--- config.mk ---
export PLATFORM = sky130hd
export DESIGN_NAME = ir_sensor_scan_flat
export DESIGN_NICKNAME = d
export VERILOG_FILES = /design/src/rtl/ir_sensor_scan_if.sv /design/src/rtl/ir_sensor_scan.sv /design/src/flat_wrapper.sv
export SDC_FILE = /design/constraint.sdc
export NUM_CORES = 1
export LEC_CHECK = 0
export BUFFER_PORTS_ARGS = -buffer_cell sky130_fd_sc_hd__buf_2
export CAP_MARGIN = 20
export CORE_MARGIN = 2
export CORE_UTILIZATION = 58
export CTS_CLUSTER_SIZE = 10
export DETAILED_ROUTE_END_ITERATION = 12
export GPL_TIMING_DRIVEN = 0
export PLACE_DENSITY_LB_ADDON = 0.05
export SLEW_MARGIN = 20
export SYNTH_ARGS = -nofsm -noshare
export SYNTH_HDL_FRONTEND = slang
export SYNTH_SLANG_ARGS = --single-unit
--- constraint.sdc ---
create_clock -name clk -period 2.7 [get_ports clk]
set_input_delay 0 -clock clk [delete_from_list [all_inputs] [get_ports clk]]
set_output_delay 0 -clock clk [all_outputs]
set_load 0.005 [all_outputs]
--- src/rtl/ir_sensor_scan_if.sv ---
// Signal bundle between the IR scan engine (slave side) and the A2D / heading-fusion side (master).
interface ir_sensor_scan_if;
  logic        en;
  logic        MISO;
  logic        SS_n;
  logic        SCLK;
  logic        MOSI;
  logic        IR_en;
  logic [11:0] lft_IR;
  logic [11:0] rght_IR;
  logic        lft_opn;
  logic        rght_opn;
  logic        IR_vld;

  modport master (
    output en, MISO,
    input  SS_n, SCLK, MOSI, IR_en, lft_IR, rght_IR, lft_opn, rght_opn, IR_vld
  );

  modport slave (
    input  en, MISO,
    output SS_n, SCLK, MOSI, IR_en, lft_IR, rght_IR, lft_opn, rght_opn, IR_vld
  );
endinterface

--- src/rtl/ir_sensor_scan.sv ---
// Periodic IR wall scan: gates the emitters, reads left/right channels over SPI from the A2D
// and publishes a coherent sample pair with hysteretic open flags once per scan.
module ir_sensor_scan #(
  parameter int unsigned PERIOD     = 4096,
  parameter int unsigned EN_SETTLE  = 256,
  parameter int unsigned SCLK_DIV   = 32,
  parameter logic [2:0]  LFT_CH     = 3'd1,
  parameter logic [2:0]  RGHT_CH    = 3'd0,
  parameter logic [11:0] OPN_THRESH = 12'h400,
  parameter logic [11:0] OPN_HYST   = 12'h080
) (
  input  logic              clk,
  input  logic              rst,
  ir_sensor_scan_if.slave   bus
);

  localparam int unsigned PER_W     = $clog2(PERIOD);
  localparam int unsigned SET_W     = $clog2(EN_SETTLE);
  localparam int unsigned DIV_W     = $clog2(SCLK_DIV);
  localparam int unsigned HALF      = SCLK_DIV / 2;
  localparam int unsigned SLOT_W    = 6;
  // Half-period slots per frame: 0 front porch, 1..32 SCLK low/high, 33 inter-frame gap.
  localparam int unsigned LAST_SLOT = 33;

  typedef enum logic [2:0] {IDLE, SETTLE, CMD_L, DAT_L, CMD_R, DAT_R, DONE} state_t;

  state_t            state_q, state_d;
  logic [PER_W-1:0]  idle_q, idle_d;
  logic [SET_W-1:0]  settle_q, settle_d;
  logic [DIV_W-1:0]  half_q, half_d;
  logic [SLOT_W-1:0] slot_q, slot_d;
  logic [15:0]       shift_q, shift_d;
  logic [11:0]       lsmp_q, lsmp_d;

  logic        ss_n_q, ss_n_d;
  logic        sclk_q, sclk_d;
  logic        mosi_q, mosi_d;
  logic        ir_en_q, ir_en_d;
  logic [11:0] lft_q, lft_d;
  logic [11:0] rght_q, rght_d;
  logic        lopn_q, lopn_d;
  logic        ropn_q, ropn_d;
  logic        vld_q, vld_d;

  logic        in_frame;
  logic        ss_low;
  logic        rise;
  logic        fall;
  logic [2:0]  ch;
  logic [15:0] word;

  function automatic logic opn_next(input logic cur, input logic [11:0] smp);
    if ({1'b0, smp} < {1'b0, OPN_THRESH}) return 1'b1;
    if ({1'b0, smp} > ({1'b0, OPN_THRESH} + {1'b0, OPN_HYST})) return 1'b0;
    return cur;
  endfunction

  always_ff @(posedge clk or posedge rst) begin
    if (rst) begin
      state_q  <= IDLE;
      idle_q   <= '0;
      settle_q <= '0;
      half_q   <= '0;
      slot_q   <= '0;
      shift_q  <= '0;
      lsmp_q   <= '0;
      ss_n_q   <= 1'b1;
      sclk_q   <= 1'b1;
      mosi_q   <= 1'b0;
      ir_en_q  <= 1'b0;
      lft_q    <= '0;
      rght_q   <= '0;
      lopn_q   <= 1'b0;
      ropn_q   <= 1'b0;
      vld_q    <= 1'b0;
    end else begin
      state_q  <= state_d;
      idle_q   <= idle_d;
      settle_q <= settle_d;
      half_q   <= half_d;
      slot_q   <= slot_d;
      shift_q  <= shift_d;
      lsmp_q   <= lsmp_d;
      ss_n_q   <= ss_n_d;
      sclk_q   <= sclk_d;
      mosi_q   <= mosi_d;
      ir_en_q  <= ir_en_d;
      lft_q    <= lft_d;
      rght_q   <= rght_d;
      lopn_q   <= lopn_d;
      ropn_q   <= ropn_d;
      vld_q    <= vld_d;
    end
  end

  // Next state, then outputs derived from the next state so registers line up with it.
  always_comb begin
    state_d  = state_q;
    idle_d   = idle_q;
    settle_d = settle_q;
    half_d   = half_q;
    slot_d   = slot_q;
    shift_d  = shift_q;
    lsmp_d   = lsmp_q;
    mosi_d   = mosi_q;
    lft_d    = lft_q;
    rght_d   = rght_q;
    lopn_d   = lopn_q;
    ropn_d   = ropn_q;
    vld_d    = 1'b0;

    case (state_q)
      IDLE: begin
        if (!bus.en) begin
          idle_d = '0;
        end else if (idle_q == PER_W'(PERIOD - 1)) begin
          idle_d  = '0;
          state_d = SETTLE;
        end else begin
          idle_d = idle_q + PER_W'(1);
        end
      end
      SETTLE: begin
        if (settle_q == SET_W'(EN_SETTLE - 1)) begin
          settle_d = '0;
          state_d  = CMD_L;
        end else begin
          settle_d = settle_q + SET_W'(1);
        end
      end
      CMD_L, DAT_L, CMD_R, DAT_R: begin
        if (half_q == DIV_W'(HALF - 1)) begin
          half_d = '0;
          if (slot_q == SLOT_W'(LAST_SLOT)) begin
            slot_d = '0;
            case (state_q)
              CMD_L:   state_d = DAT_L;
              DAT_L:   state_d = CMD_R;
              CMD_R:   state_d = DAT_R;
              default: state_d = DONE;
            endcase
          end else begin
            slot_d = slot_q + SLOT_W'(1);
          end
        end else begin
          half_d = half_q + DIV_W'(1);
        end
      end
      default: state_d = IDLE;
    endcase

    in_frame = (state_d == CMD_L) || (state_d == DAT_L) ||
               (state_d == CMD_R) || (state_d == DAT_R);
    ss_low   = in_frame && (slot_d < SLOT_W'(LAST_SLOT));
    rise     = ss_low && !slot_d[0] && (slot_d != '0) && (half_d == '0);
    fall     = ss_low && slot_d[0] && (half_d == '0);
    ch       = ((state_d == CMD_L) || (state_d == DAT_L)) ? LFT_CH : RGHT_CH;
    word     = {2'b00, ch, 11'h000};

    ss_n_d  = !ss_low;
    sclk_d  = !ss_low || !slot_d[0];
    ir_en_d = (state_d == SETTLE) || in_frame;

    if (!ss_low) mosi_d = 1'b0;
    else if (fall) mosi_d = word[4'd15 - slot_d[4:1]];

    if (rise && ((state_d == DAT_L) || (state_d == DAT_R))) shift_d = {shift_q[14:0], bus.MISO};

    if ((state_q == DAT_L) && (state_d == CMD_R)) lsmp_d = shift_q[11:0];

    // Publish both channels together so consumers never see a mixed pair.
    if (state_d == DONE) begin
      lft_d  = lsmp_q;
      rght_d = shift_q[11:0];
      lopn_d = opn_next(lopn_q, lsmp_q);
      ropn_d = opn_next(ropn_q, shift_q[11:0]);
      vld_d  = 1'b1;
    end
  end

  assign bus.SS_n     = ss_n_q;
  assign bus.SCLK     = sclk_q;
  assign bus.MOSI     = mosi_q;
  assign bus.IR_en    = ir_en_q;
  assign bus.lft_IR   = lft_q;
  assign bus.rght_IR  = rght_q;
  assign bus.lft_opn  = lopn_q;
  assign bus.rght_opn = ropn_q;
  assign bus.IR_vld   = vld_q;

endmodule

--- src/flat_wrapper.sv ---
// flat-port wrapper written by rule: the top's interface ports become plain ports
module ir_sensor_scan_flat 
#(
  parameter int unsigned PERIOD     = 4096,
  parameter int unsigned EN_SETTLE  = 256,
  parameter int unsigned SCLK_DIV   = 32,
  parameter logic [2:0]  LFT_CH     = 3'd1,
  parameter logic [2:0]  RGHT_CH    = 3'd0,
  parameter logic [11:0] OPN_THRESH = 12'h400,
  parameter logic [11:0] OPN_HYST   = 12'h080
)
  (clk, rst, bus_en, bus_MISO, bus_SS_n, bus_SCLK, bus_MOSI, bus_IR_en, bus_lft_IR, bus_rght_IR, bus_lft_opn, bus_rght_opn, bus_IR_vld);
  ir_sensor_scan_if bus_i ();
  input  logic clk;
  input  logic rst;
  input wire logic [$bits(bus_i.en)-1:0] bus_en;
  input wire logic [$bits(bus_i.MISO)-1:0] bus_MISO;
  output wire logic [$bits(bus_i.SS_n)-1:0] bus_SS_n;
  output wire logic [$bits(bus_i.SCLK)-1:0] bus_SCLK;
  output wire logic [$bits(bus_i.MOSI)-1:0] bus_MOSI;
  output wire logic [$bits(bus_i.IR_en)-1:0] bus_IR_en;
  output wire logic [$bits(bus_i.lft_IR)-1:0] bus_lft_IR;
  output wire logic [$bits(bus_i.rght_IR)-1:0] bus_rght_IR;
  output wire logic [$bits(bus_i.lft_opn)-1:0] bus_lft_opn;
  output wire logic [$bits(bus_i.rght_opn)-1:0] bus_rght_opn;
  output wire logic [$bits(bus_i.IR_vld)-1:0] bus_IR_vld;
  assign bus_i.en = bus_en;
  assign bus_i.MISO = bus_MISO;
  assign bus_SS_n = bus_i.SS_n;
  assign bus_SCLK = bus_i.SCLK;
  assign bus_MOSI = bus_i.MOSI;
  assign bus_IR_en = bus_i.IR_en;
  assign bus_lft_IR = bus_i.lft_IR;
  assign bus_rght_IR = bus_i.rght_IR;
  assign bus_lft_opn = bus_i.lft_opn;
  assign bus_rght_opn = bus_i.rght_opn;
  assign bus_IR_vld = bus_i.IR_vld;
  ir_sensor_scan #(.PERIOD(PERIOD), .EN_SETTLE(EN_SETTLE), .SCLK_DIV(SCLK_DIV), .LFT_CH(LFT_CH), .RGHT_CH(RGHT_CH), .OPN_THRESH(OPN_THRESH), .OPN_HYST(OPN_HYST)) u_core (.clk(clk), .rst(rst), .bus(bus_i));
endmodule
Word-level counts from Yosys, hierarchy flattened --
Cells that the tools add are included.
Word-level totals: flip-flop bits (word level) 89, bits in latches 0, RAM bits 0, memory bits (read-only) 0, input bits 4, output and inout bits 31, logic and storage cells 106, memories kept 0
Cells by class: $add $sub $neg 5, $mul 0, div/mod/pow operators 0, $lt $le $gt $ge 6, equality and inequality tests 16, shifts and indexed selects 0, muxes and demuxes 39, bitwise gates (word level) 0, reduce and logical (&&, ||, !) cells 24
Operators with widths (count):
- $gt 12x11->1 const B | 2
- $lt 12x11->1 const B | 2
- $mux 12 | 2
- $mux 1 | 23
- $mux 6 | 3
- $pmux 3 s3 | 2
- $eq 3x3->1 const B | 5
- $mux 3 | 5
- $add 12x1->12 const B | 1
- $eq 12x12->1 const B | 1
- $eq 3x2->1 const B | 4
- $mux 5 | 2
- $add 8x1->8 const B | 1
- $eq 8x8->1 const B | 1
- $logic_and 1x1->1 | 8
- $mux 8 | 1
- $add 6x1->6 const B | 1
- $eq 3x1->1 const B | 2
- $eq 6x6->1 const B | 1
- $logic_or 1x1->1 | 6
- $lt 6x6->1 const B | 1
- $reduce_bool 6->1 | 1
- $add 5x1->5 const B | 1
- $eq 5x4->1 const B | 1
- 10 further kinds | 13

Longest topological paths before layout --
Gate-level depths: netlist of run 1.
word-level depth 14, gate-level depth with buffers 10, gate-level depth less buffers 9

Worst setup path after synthesis of run 1 --
No wires, ideal clock.
path type register -> register, start point register u_core.half_q[0], end point register u_core.shift_q[0], setup time 0.125 ns, arrival 2.370 ns, required time 2.575 ns, path slack 0.205 ns, stages on the path, launching flop included 11, path buffers 2, period minus slack after synthesis 2.495 ns, path through dfrtp_1 > ha_1 > and4b_1 > buf_6 > nand2_2 > or4_4 > nand3_4 > xnor2_1 > nand4_2 > buf_6 > mux2_4
Between the ends: elaborated cells between the ends (all ways) 25, those cells by class add/sub (1); order compare (1); eq/ne (5); mux (6); reduce/logical (12)
RTL lines:
- start, declared | line ir_sensor_scan.sv:30 | logic [DIV_W-1:0] half_q, half_d;
- start signal, assigned | line ir_sensor_scan.sv:80 | half_q <= half_d;
- $eq 5x4->1 * | line ir_sensor_scan.sv:132 | if (half_q == DIV_W'(HALF - 1)) begin
- $mux 6 * | line ir_sensor_scan.sv:132
- $mux 6 * | line ir_sensor_scan.sv:112 | case (state_q)
- named net u_core.slot_d[5] | line ir_sensor_scan.sv:31 | logic [SLOT_W-1:0] slot_q, slot_d;
- $lt 6x6->1 | line ir_sensor_scan.sv:154 | ss_low = in_frame && (slot_d < SLOT_W'(LAST_SLOT));
- $logic_and 1x1->1 | line ir_sensor_scan.sv:154
- $logic_and 1x1->1 | line ir_sensor_scan.sv:155 | rise = ss_low && !slot_d[0] && (slot_d != '0) && (half_d == '0);
- $logic_and 1x1->1 * (2 in series) | line ir_sensor_scan.sv:155
- $logic_and 1x1->1 * | line ir_sensor_scan.sv:167 | if (rise && ((state_d == DAT_L) || (state_d == DAT_R))) shift_d = {shift_q[14:0], bus.MISO};
- end signal, assigned | line ir_sensor_scan.sv:82 | shift_q <= shift_d;
- end, declared | line ir_sensor_scan.sv:32 | logic [15:0] shift_q, shift_d;
The timed path passes the listed nets; every way through them passes the cells marked *. A chain may end at the register's enable or synchronous reset.

Worst setup path after layout of run 1 --
start point register u_core.half_q[1], end point register u_core.shift_q[2]
Same word-level chain as after synthesis.

==> flow_summary.toml, run 1 <==
[logic_synthesis]
synthXorXnorAreaFrac_pct = 4.673
muxShareOfSynthArea_pct = 14.41
synth_compound_area_share_pct = 7.537
yosysSeqAreaShare_pct = 53.72
synthesis.area_um2 = 4150
synth_edf_count = 0
postSynthCellCount = 346
yosys.area.top_type_share_pct = 52.46
synthAdderAreaFrac_pct = 1.507
synthSimpleGateAreaFrac_pct = 15.56
syn-num-nets = 355
synth_area_leaders = "dfrtp_1 (52%), mux2_2 (10%), nand2_1 (4.4%), mux2_4 (3.6%), xnor2_1 (2.1%)"
synth_top_cell_by_area = "dfrtp_1"
ys_seq_elements = 89
synthFlopType = "dfrtp_1"
yosys_warnings = 0
synth_top_family_by_area = "simple AND/OR/NAND/NOR gates"
ys_types = 56
avgSynthCellArea_um2 = 11.99
synthArstFlopShare_pct = 100.0

[cts]
cts_sinks = 89
clk_pin_slew_ns = 0.09
clk_latency_ns = 0.36
cts-root-buf = "clkbuf_8"
cts_buffers = 9
cts_tree = "done"
clk_path_buf_depth = 2
htreeDepth = 3

[grt]
grt_max_degree = 55
grt_pass1_vias = 2573
grtUsageTotal_pct = 20.89
antenna_found_initial = 0
grt_first_pass_wirelength_um = 12600
grt-ovfl-total = 0

[worst_setup_path]
critPathTopFamily = "simple AND/OR/NAND/NOR gates"
critical_path.max_fanout = 10
path_buf_inv = 2
critical-path-max-stage-delay_ns = 0.55
timing.rr.start = "u_core.half_q[1]"
required_ns = 2.94
cp_common_cell = "buf_6"
cp_num_cells = 10
path_class = "register to register"
worstPathArrival_ns = 2.86
reg2reg_slack_ns = 0.09
startpoint = "u_core.half_q[1]"
rr_endpoint = "u_core.shift_q[2]"
r2r.worst_path.cells = 10
endpoint_kind = "register"
critical_path.slowest_cell = "or4_4"
crit_chain = "ha_4 > and4b_1 > buf_6 > nand2_2 > or4_4 > nand3_4 > xnor2_1 > nand4_2 > buf_6 > mux2_4"
start_kind = "register"

[die]
rows = 30
die_w_um = 88.59
io_pins = 35
core-area_um2 = 6869
die_h_um = 88.59
start_util_pct = 60.42
die_area_um2 = 7848

[sta]
fin_tns_setup_ns = 0
finalSetupViolations = 0
rsz0062_at_grt = "true"
holdWs_ns = 0.2894
drv_slew = 0
final.setup_skew_ns = 0.01261
fmax_mhz = 382.8
post-route-period-util_pct = 96.75
hold_viol = 0
worst_pin_slew_ns = 0.6696
fin_crit_ns = 2.612
slew_headroom_pct = 55.36

[placement]
portBuffers = 34
placed_cells = 477
place_congestion = 0.8587
dp_hpwl_um = 5132

[final_layout]
final_cells = 503
syn2layout_area_growth_pct = 15.16
n_antenna_cell = 0
layout_common_cells = "dfrtp_1 (86), nand2_1 (49), mux2_2 (38), buf_2 (36), nor2_1 (22)"
layout-drive-gt1-share_pct = 32.92
fin_util_pct = 69.58
final_nets = 411
final_common_cell = "dfrtp_1"

[detailed_routing]
dr.pass1.iters = 4
routed_wl_um = 7347
drt_iter0_markers = 123
vias = 2723
vias_per_cell = 5.414
routedWlPerCell_um = 14.61
drc = 0
drt.antenna.violating_nets = 0

[pwr]
powerDensity_nw_per_um2 = 481.0
leakage_nw = 2.370
irDropWorstVdd_mv = 0.3505

[flow_run]
cap_violations = 0

[outcome]
status = "finished clean"

[min_path]
hold_class = "primary input to async pin"
cells in the mapped netlist (2+ instances only):
cell,count
dfrtp_1,87
nand2_1,49
mux2_2,38
nor2_1,23
o21ai_0,13
nand3_1,11
mux2_4,10
xnor2_1,10
xor2_1,9
inv_1,7
nand4_1,7
clkbuf_1,5
ha_1,5
and4_1,4
buf_6,4
nor3_1,4
o31ai_1,4
nand2b_1,3
nor2b_1,3
or3_1,3
a211oi_1,2
a21boi_0,2
a21oi_1,2
a32oi_1,2
buf_2,2
dfstp_2,2
mux2i_1,2
nand3b_1,2
nor3_2,2
o21a_1,2
o22ai_1,2
per-layer routing:
metal,vias up,share of wire [%],global-route usage (%)
li1,1333,-,-
met1,1339,51,32.37
met2,42,44,29.53
met3,9,3.4,3.825
met4,0,1.5,7.438
met5,-,0,0
power by group:
part	switching [mW]	leakage [nW]	internal, mW
combinational	0.0284	1.07	0.00868
sequential	0	1.20	1.33
clock	0.490	0.101	0.440
total	0.519	2.37	1.78
flip-flops by register name, indices dropped and copies added (netlist names), 5 cells and up:
| register | cells |
|---|---|
| u_core.bus.rght_IR | 12 |
| u_core.idle_q | 12 |
| u_core.bus.lft_IR | 12 |
| u_core.settle_q | 8 |
| u_core.half_q | 5 |
| u_core.slot_q | 6 |
| u_core.shift_q | 12 |
| u_core.lsmp_q | 12 |
worst max path at each step:
stage                                       to
after floorplan              u_core.shift_q[0]
after global placement    u_core.bus.lft_IR[5]
after detailed placement     u_core.shift_q[4]
after CTS                    u_core.shift_q[2]
after global routing         u_core.shift_q[2]
final                        u_core.shift_q[2]
what timing repair did:
item | CTS | global route
hold buffers | 3 | 0
pin swaps | 1 | 1
setup buffers | 2 | 5
setup endpoints to repair | 10 | 10
hold endpoints to repair | 55 | 0
gates resized for setup | 3 | 4
cell type report:
class / instances / area, um2
sequential: 89 / 2231
fill: 527 / 2090
multi-input combinational: 238 / 1844
timing repair buffer: 45 / 272.8
clock buffer: 10 / 127.6
tap: 96 / 120.1
buffer: 12 / 81.33
clock inverter: 6 / 73.82
inverter: 7 / 28.78
stage by stage:
step                cell area, um2  power, mW  setup WS, ns
global placement              4441      1.390       -0.6228
floorplan                     4150      1.380        0.2053
detailed placement            4463      1.394      -0.09246
global route                  4780      2.400      -0.01344
CTS                           4720      2.323       0.05035
finish                        4780      2.299       0.08774
tightest hold or removal path: stages:
cell and delay, ns:
dlygate4sd3_1 0.53, buf_2 0.13, inv_4 0.49
logic make-up (layout without fill, tap and decap cells):
logic type / count (synthesis) / in the layout
compound gates: 40 / 40
mux: 50 / 50
buf+inv: 19 / 80
flops: 89 / 89
fa+ha+maj: 5 / 5
simple gates: 123 / 123
xor+xnor: 20 / 20
No activity file was read; power rests on OpenSTA's default activity.
==> run 2, diff against run 1 <==
==> constraint.sdc (replaced) <==
create_clock -name clk -period 2.7 [get_ports clk]
set_input_delay 0.27 -clock clk [delete_from_list [all_inputs] [get_ports clk]]
set_output_delay 0.27 -clock clk [all_outputs]
set_load 0.005 [all_outputs]
==> run 2 against run 1 <==
Net effect:
- highest routed layer unchanged
- via count is 0.48% lower
- final cell count is 0.60% lower
- global-route usage is essentially flat
- combinational power down 8.6%
- critical path type unchanged
- die area unchanged
- sequential power hardly changed
- largest power group unchanged
- register-to-register slack is essentially flat
- routed wire length hardly changed
==> flow_summary.toml, run 2 (synthesis gave the netlist of run 1 again) <==
[detailed_routing]
dr.pass1.iters = 4
drc = 0
drt.antenna.violating_nets = 0
routedWlPerCell_um = 14.69
routed_wl_um = 7344
vias_per_cell = 5.420
drt_iter0_markers = 129
vias = 2710

[worst_setup_path]
start_kind = "register"
rr_endpoint = "u_core.shift_q[2]"
worstPathArrival_ns = 2.86
critPathCapture = "u_core.shift_q[2]"
endpoint_kind = "register"
critical_path.slowest_cell = "or4_4"
timing.rr.start = "u_core.half_q[1]"
critPathTopFamily = "simple AND/OR/NAND/NOR gates"
required_ns = 2.94
r2r.worst_path.cells = 10
path_class = "register to register"
crit_chain = "ha_4 > and4b_1 > buf_6 > nand2_2 > or4_4 > nand3_4 > xnor2_1 > nand4_2 > buf_6 > mux2_4"
cp_common_cell = "buf_6"
critical-path-max-stage-delay_ns = 0.55
cp_num_cells = 10
reg2reg_slack_ns = 0.09
critical_path.max_fanout = 10
path_buf_inv = 2
startpoint = "u_core.half_q[1]"

[final_layout]
n_antenna_cell = 0
design_area_um2 = 4750
final_common_cell = "dfrtp_1"
layout_common_cells = "dfrtp_1 (86), nand2_1 (49), mux2_2 (38), buf_2 (36), nor2_1 (22)"
fin_util_pct = 69.14
final_nets = 408
layout.filler_cells = 530
syn2layout_area_growth_pct = 14.44
layout-drive-gt1-share_pct = 33.17

[die]
io_pins = 35
rows = 30
core-area_um2 = 6869
die_w_um = 88.59
start_util_pct = 60.42
die_h_um = 88.59
die_area_um2 = 7848

[sta]
final.setup_skew_ns = 0.01261
hold_viol = 0
worst_pin_slew_ns = 0.6686
fin_crit_ns = 2.614
fmax_mhz = 382.6
rsz0062_at_grt = "true"
drv_slew = 0
slew_headroom_pct = 55.43
post-route-period-util_pct = 96.80
finalSetupViolations = 0

[cts]
cts_tree = "done"
clk_path_buf_depth = 2
cts_sinks = 89
clk_latency_ns = 0.36
ctsHoldBuffers = 0
htreeDepth = 3
cts_buffers = 9
cts-root-buf = "clkbuf_8"
clk_pin_slew_ns = 0.09

[pwr]
powerDensity_nw_per_um2 = 483.5
leakage_nw = 2.357
irDropWorstVdd_mv = 0.3437

[grt]
grt_max_degree = 55
grtUsageTotal_pct = 20.85
grt_pass1_vias = 2561
antenna_found_initial = 0
grt-ovfl-total = 0
grt_first_pass_wirelength_um = 12570

[flow_run]
cap_violations = 0

[placement]
dp_hpwl_um = 5132
place_congestion = 0.8587
placed_cell_area_um2 = 4463
portBuffers = 34

[outcome]
status = "finished clean"

[min_path]
hold_class = "primary input to async pin"
==> run 2: per-layer routing <==
layer | track usage [%] | up-vias | routed length [um]
met5 | 0 | - | 0
met4 | 7.438 | 0 | 108
met3 | 3.825 | 9 | 232
met2 | 29.32 | 38 | 3190
met1 | 32.43 | 1332 | 3813
li1 | - | 1331 | -
==> run 2: cell type report <==
cell class              count  area (um2)  area share [%]
flip-flops and latches     89        2231           46.97
multi-input cells         238        1844           38.83
repair buffers             42       242.7           5.111
clock buffers              10       127.6           2.687
well taps                  96       120.1           2.529
plain buffers              12       81.33           1.712
clock inverters             6       73.82           1.554
inverters                   7       28.78          0.6059
==> run 2: what timing repair did <==
item	CTS	global route
resized for setup	3	4
pin swaps	1	1
buffers inserted	2	5
setup endpoints to repair	10	10
==> run 2: stage by stage <==
stage / power (mW) / setup slack, ns / std cells / hold slack (ns) / TNS [ns]
floorplan: 1.380 / 0.1264 / 346 / 0.4185 / 0
global route: 2.397 / -0.01344 / 500 / 0.06104 / -0.04642
CTS: 2.320 / 0.05035 / 495 / 0.03725 / 0
finish: 2.296 / 0.08648 / 500 / 0.007929 / 0
detailed placement: 1.394 / -0.09246 / 477 / 0.4315 / -0.8895
global placement: 1.390 / -0.8928 / 476 / 0.4629 / -77.86
==> run 2: power breakdown <==
part	total (mW)	switching, mW	internal, mW
logic	0.0339	0.0280	0.00588
clock network	0.931	0.491	0.440
registers	1.33	0	1.33
total	2.30	0.519	1.78
==> run 2: worst min-delay path by stage <==
| stage | end | depth (start not counted) | from |
|---|---|---|---|
| detailed placement | u_core.bus.rght_IR[1] | 2 | rst |
| floorplan | u_core.shift_q[0] | 1 | bus_MISO |
| CTS | u_core.bus.lft_IR[0] | 2 | rst |
| finish | u_core.bus.rght_IR[1] | 2 | rst |
| global placement | u_core.settle_q[6] | 1 | u_core.settle_q[6] |
| global route | u_core.bus.lft_IR[0] | 2 | rst |
==> run 3, diff against run 2 <==
ABC_AREA = 1   (was not set)
==> run 3 against run 2 <==
Net effect:
- utilization is 2.9 points lower
- fmax is 7.9% higher
- clock power is 4.1% lower
- combinational power is 5% lower
- via count is 28% higher
- routed wire length is 20% higher
- global-route usage is 2.4 points higher
- clock skew is 0.0057 ns higher
- critical path type unchanged
- largest power group unchanged
==> flow_summary.toml, run 3 <==
[outcome]
status = "finished clean"

[sta]
fin_crit_ns = 2.421
post-route-period-util_pct = 89.67
fin_tns_setup_ns = 0
holdWs_ns = 0.002279
worst_pin_slew_ns = 0.6698
drv_slew = 0
hold_viol = 0
finalSetupViolations = 0
final.setup_skew_ns = 0.01832
fin_ws_ns = 0.2789
slew_headroom_pct = 55.35
fmax_mhz = 413.0
rsz0062_at_grt = "false"

[detailed_routing]
vias_per_cell = 5.181
routed_wl_um = 8777
dr.pass1.iters = 4
vias = 3461
routedWlPerCell_um = 13.14
drt.antenna.violating_nets = 0
drt_iter0_markers = 174
drc = 0

[grt]
grt_first_pass_wirelength_um = 14520
met3_usage_pct = 3.047
grtUsageMet1_pct = 32.43
antenna_found_initial = 0
grt_busiest_layer = "met2"
grtUsageMet2_pct = 37.63
grt_max_degree = 54
grt_pass1_vias = 3122
grtUsageTotal_pct = 23.26
grt-ovfl-total = 0

[logic_synthesis]
synthArstFlopShare_pct = 100.0
synth_top_cells_by_count = "nand2_1 (161), dfrtp_1 (87), inv_1 (60), nand3_1 (44), nor2_1 (35)"
ys_types = 41
yosys.area.top_type_share_pct = 51.27
ys_seq_elements = 89
yosysMostFrequentCell = "nand2_1"
synth_compound_area_share_pct = 8.456
yosys_warnings = 0
muxShareOfSynthArea_pct = 0
synthSimpleGateAreaFrac_pct = 28.61
synthesis.area_um2 = 4247
synthFlopType = "dfrtp_1"
synth_top_cell_by_area = "dfrtp_1"
syn-num-nets = 527
synth_area_leaders = "dfrtp_1 (51%), nand2_1 (14%), inv_1 (5.3%), nand3_1 (5.2%), nor2_1 (3.1%)"
synth_edf_count = 0
yosysSeqAreaShare_pct = 52.50
postSynthCellCount = 518
synthXorXnorAreaFrac_pct = 0.8250
synthAdderAreaFrac_pct = 1.473
synth_top_family_by_area = "simple AND/OR/NAND/NOR gates"
avgSynthCellArea_um2 = 8.198

[worst_setup_path]
critical_path.slowest_cell = "nor3_2"
required_ns = 2.97
endpoint_kind = "register"
start_kind = "register"
critical_path.max_fanout = 10
crit_chain = "buf_2 > nor3_2 > nand2_1 > o21ai_1 > nor2_4 > nand3_1 > clkbuf_1 > nand2_1 > o21ai_0"
path_class = "register to register"
cp_common_cell = "nand2_1"
critical-path-max-stage-delay_ns = 0.49
reg2reg_slack_ns = 0.28
worstPathArrival_ns = 2.69

[flow_run]
cap_violations = 0

[final_layout]
final_nets = 573
layout.filler_cells = 617
syn2layout_area_growth_pct = 11.90
n_antenna_cell = 0
layout-drive-gt1-share_pct = 14.76
final_common_cell = "nand2_1"
layout_common_cells = "nand2_1 (161), dfrtp_1 (87), inv_1 (59), nand3_1 (44), buf_2 (40)"
design_area_um2 = 4752

[pwr]
irDropWorstVdd_mv = 0.2815
powerDensity_nw_per_um2 = 475.1
leakage_nw = 2.443

[cts]
ctsHoldBuffers = 0
cts_setup_buffers = 0
cts_sinks = 89
cts_tree = "done"
clk_path_buf_depth = 2
clk_pin_slew_ns = 0.10
ctsResizeCount = 0
cts-root-buf = "clkbuf_8"
cts_buffers = 9
htreeDepth = 3
clk_latency_ns = 0.37

[die]
die_h_um = 89.57
rows = 31
start_util_pct = 59.18
die_w_um = 89.57
die_area_um2 = 8022
core-area_um2 = 7176
io_pins = 35

[placement]
place_ws_ns = 0.2774
placed_cell_area_um2 = 4563
portBuffers = 34
place_congestion = 0.8160
dp_hpwl_um = 6266

[min_path]
hold_class = "primary input to async pin"
## run 3: changes by cell type in the layout (fill, tap and decap cells not counted), moves of 10 or more
| cell | delta |
|---|---|
| nand2_1 | +112 |
| inv_1 | +53 |
| mux2_2 | -38 |
| nand3_1 | +33 |
| nor2_1 | +13 |
| o21ai_0 | +13 |
| o21ai_1 | +13 |
| a21oi_1 | +12 |
| mux2_4 | -10 |
## run 3: cell type report
cell class                      count  area [um2]  share of cell area [%]
Clock inverter                      7       65.06                   1.369
Clock buffer                        9       123.9                   2.607
Tap cell                           99       123.9                   2.607
Inverter                           67       254.0                   5.345
Multi-Input combinational cell    347        1672                   35.18
Timing Repair Buffer               35       190.2                   4.002
Sequential cell                    89        2230                   46.92
Buffer                             15       93.84                   1.975
## run 3: cells by family (layout without fill, tap and decap cells)
| kind of cell | count (synthesis) | in the layout |
|---|---|---|
| adders and majority gates | 5 | 5 |
| buffers and inverters | 82 | 133 |
| xor gates and xnor gates | 4 | 4 |
| DFF | 89 | 89 |
| and+or+nand+nor | 274 | 274 |
| AOI/OAI and AO/OA | 64 | 64 |
## run 3: layer usage
layer / part of all wire [%] / wire length, um
met1: 47 / 4159
met2: 49 / 4312
met3: 1.9 / 163
met4: 1.6 / 142
met5: 0 / 0
## run 3: stage by stage
stage | utilization [%] | total power [mW] | std cells
global placement | 63.28 | 1.388 | 651
finish | 66.22 | 2.258 | 668
floorplan | - | 1.378 | 518
CTS | 66.22 | 2.280 | 668
global route | 66.22 | 2.330 | 668
detailed placement | 63.59 | 1.392 | 652
## run 3: worst max-delay path, delay by kind of cell (launching register included)
kind            cells  cell delay, ns
flops               1            0.36
compound gates      2            0.36
simple gates        5            1.04
buf+inv             2            0.59
## run 3: path summary, 6_finish.rpt
check | from | endpoint | cells past startpoint
hold reg to reg | u_core.shift_q[11] | u_core.shift_q[11] | 2
min in group clk | bus_MISO | u_core.shift_q[0] | 3
hold / removal | rst | u_core.idle_q[10] | 2
setup reg to reg | u_core.state_q[1] | u_core.bus.rght_IR[4] | 9
max in group asynchronous | rst | u_core.shift_q[3] | 3
setup / recovery | u_core.state_q[1] | u_core.bus.rght_IR[4] | 9
## run 3: power by group
group | total, mW | switching [mW] | internal (mW)
clock network | 0.893 | 0.534 | 0.359
registers | 1.33 | 0 | 1.33
logic | 0.0323 | 0.0275 | 0.00481
total | 2.26 | 0.562 | 1.70
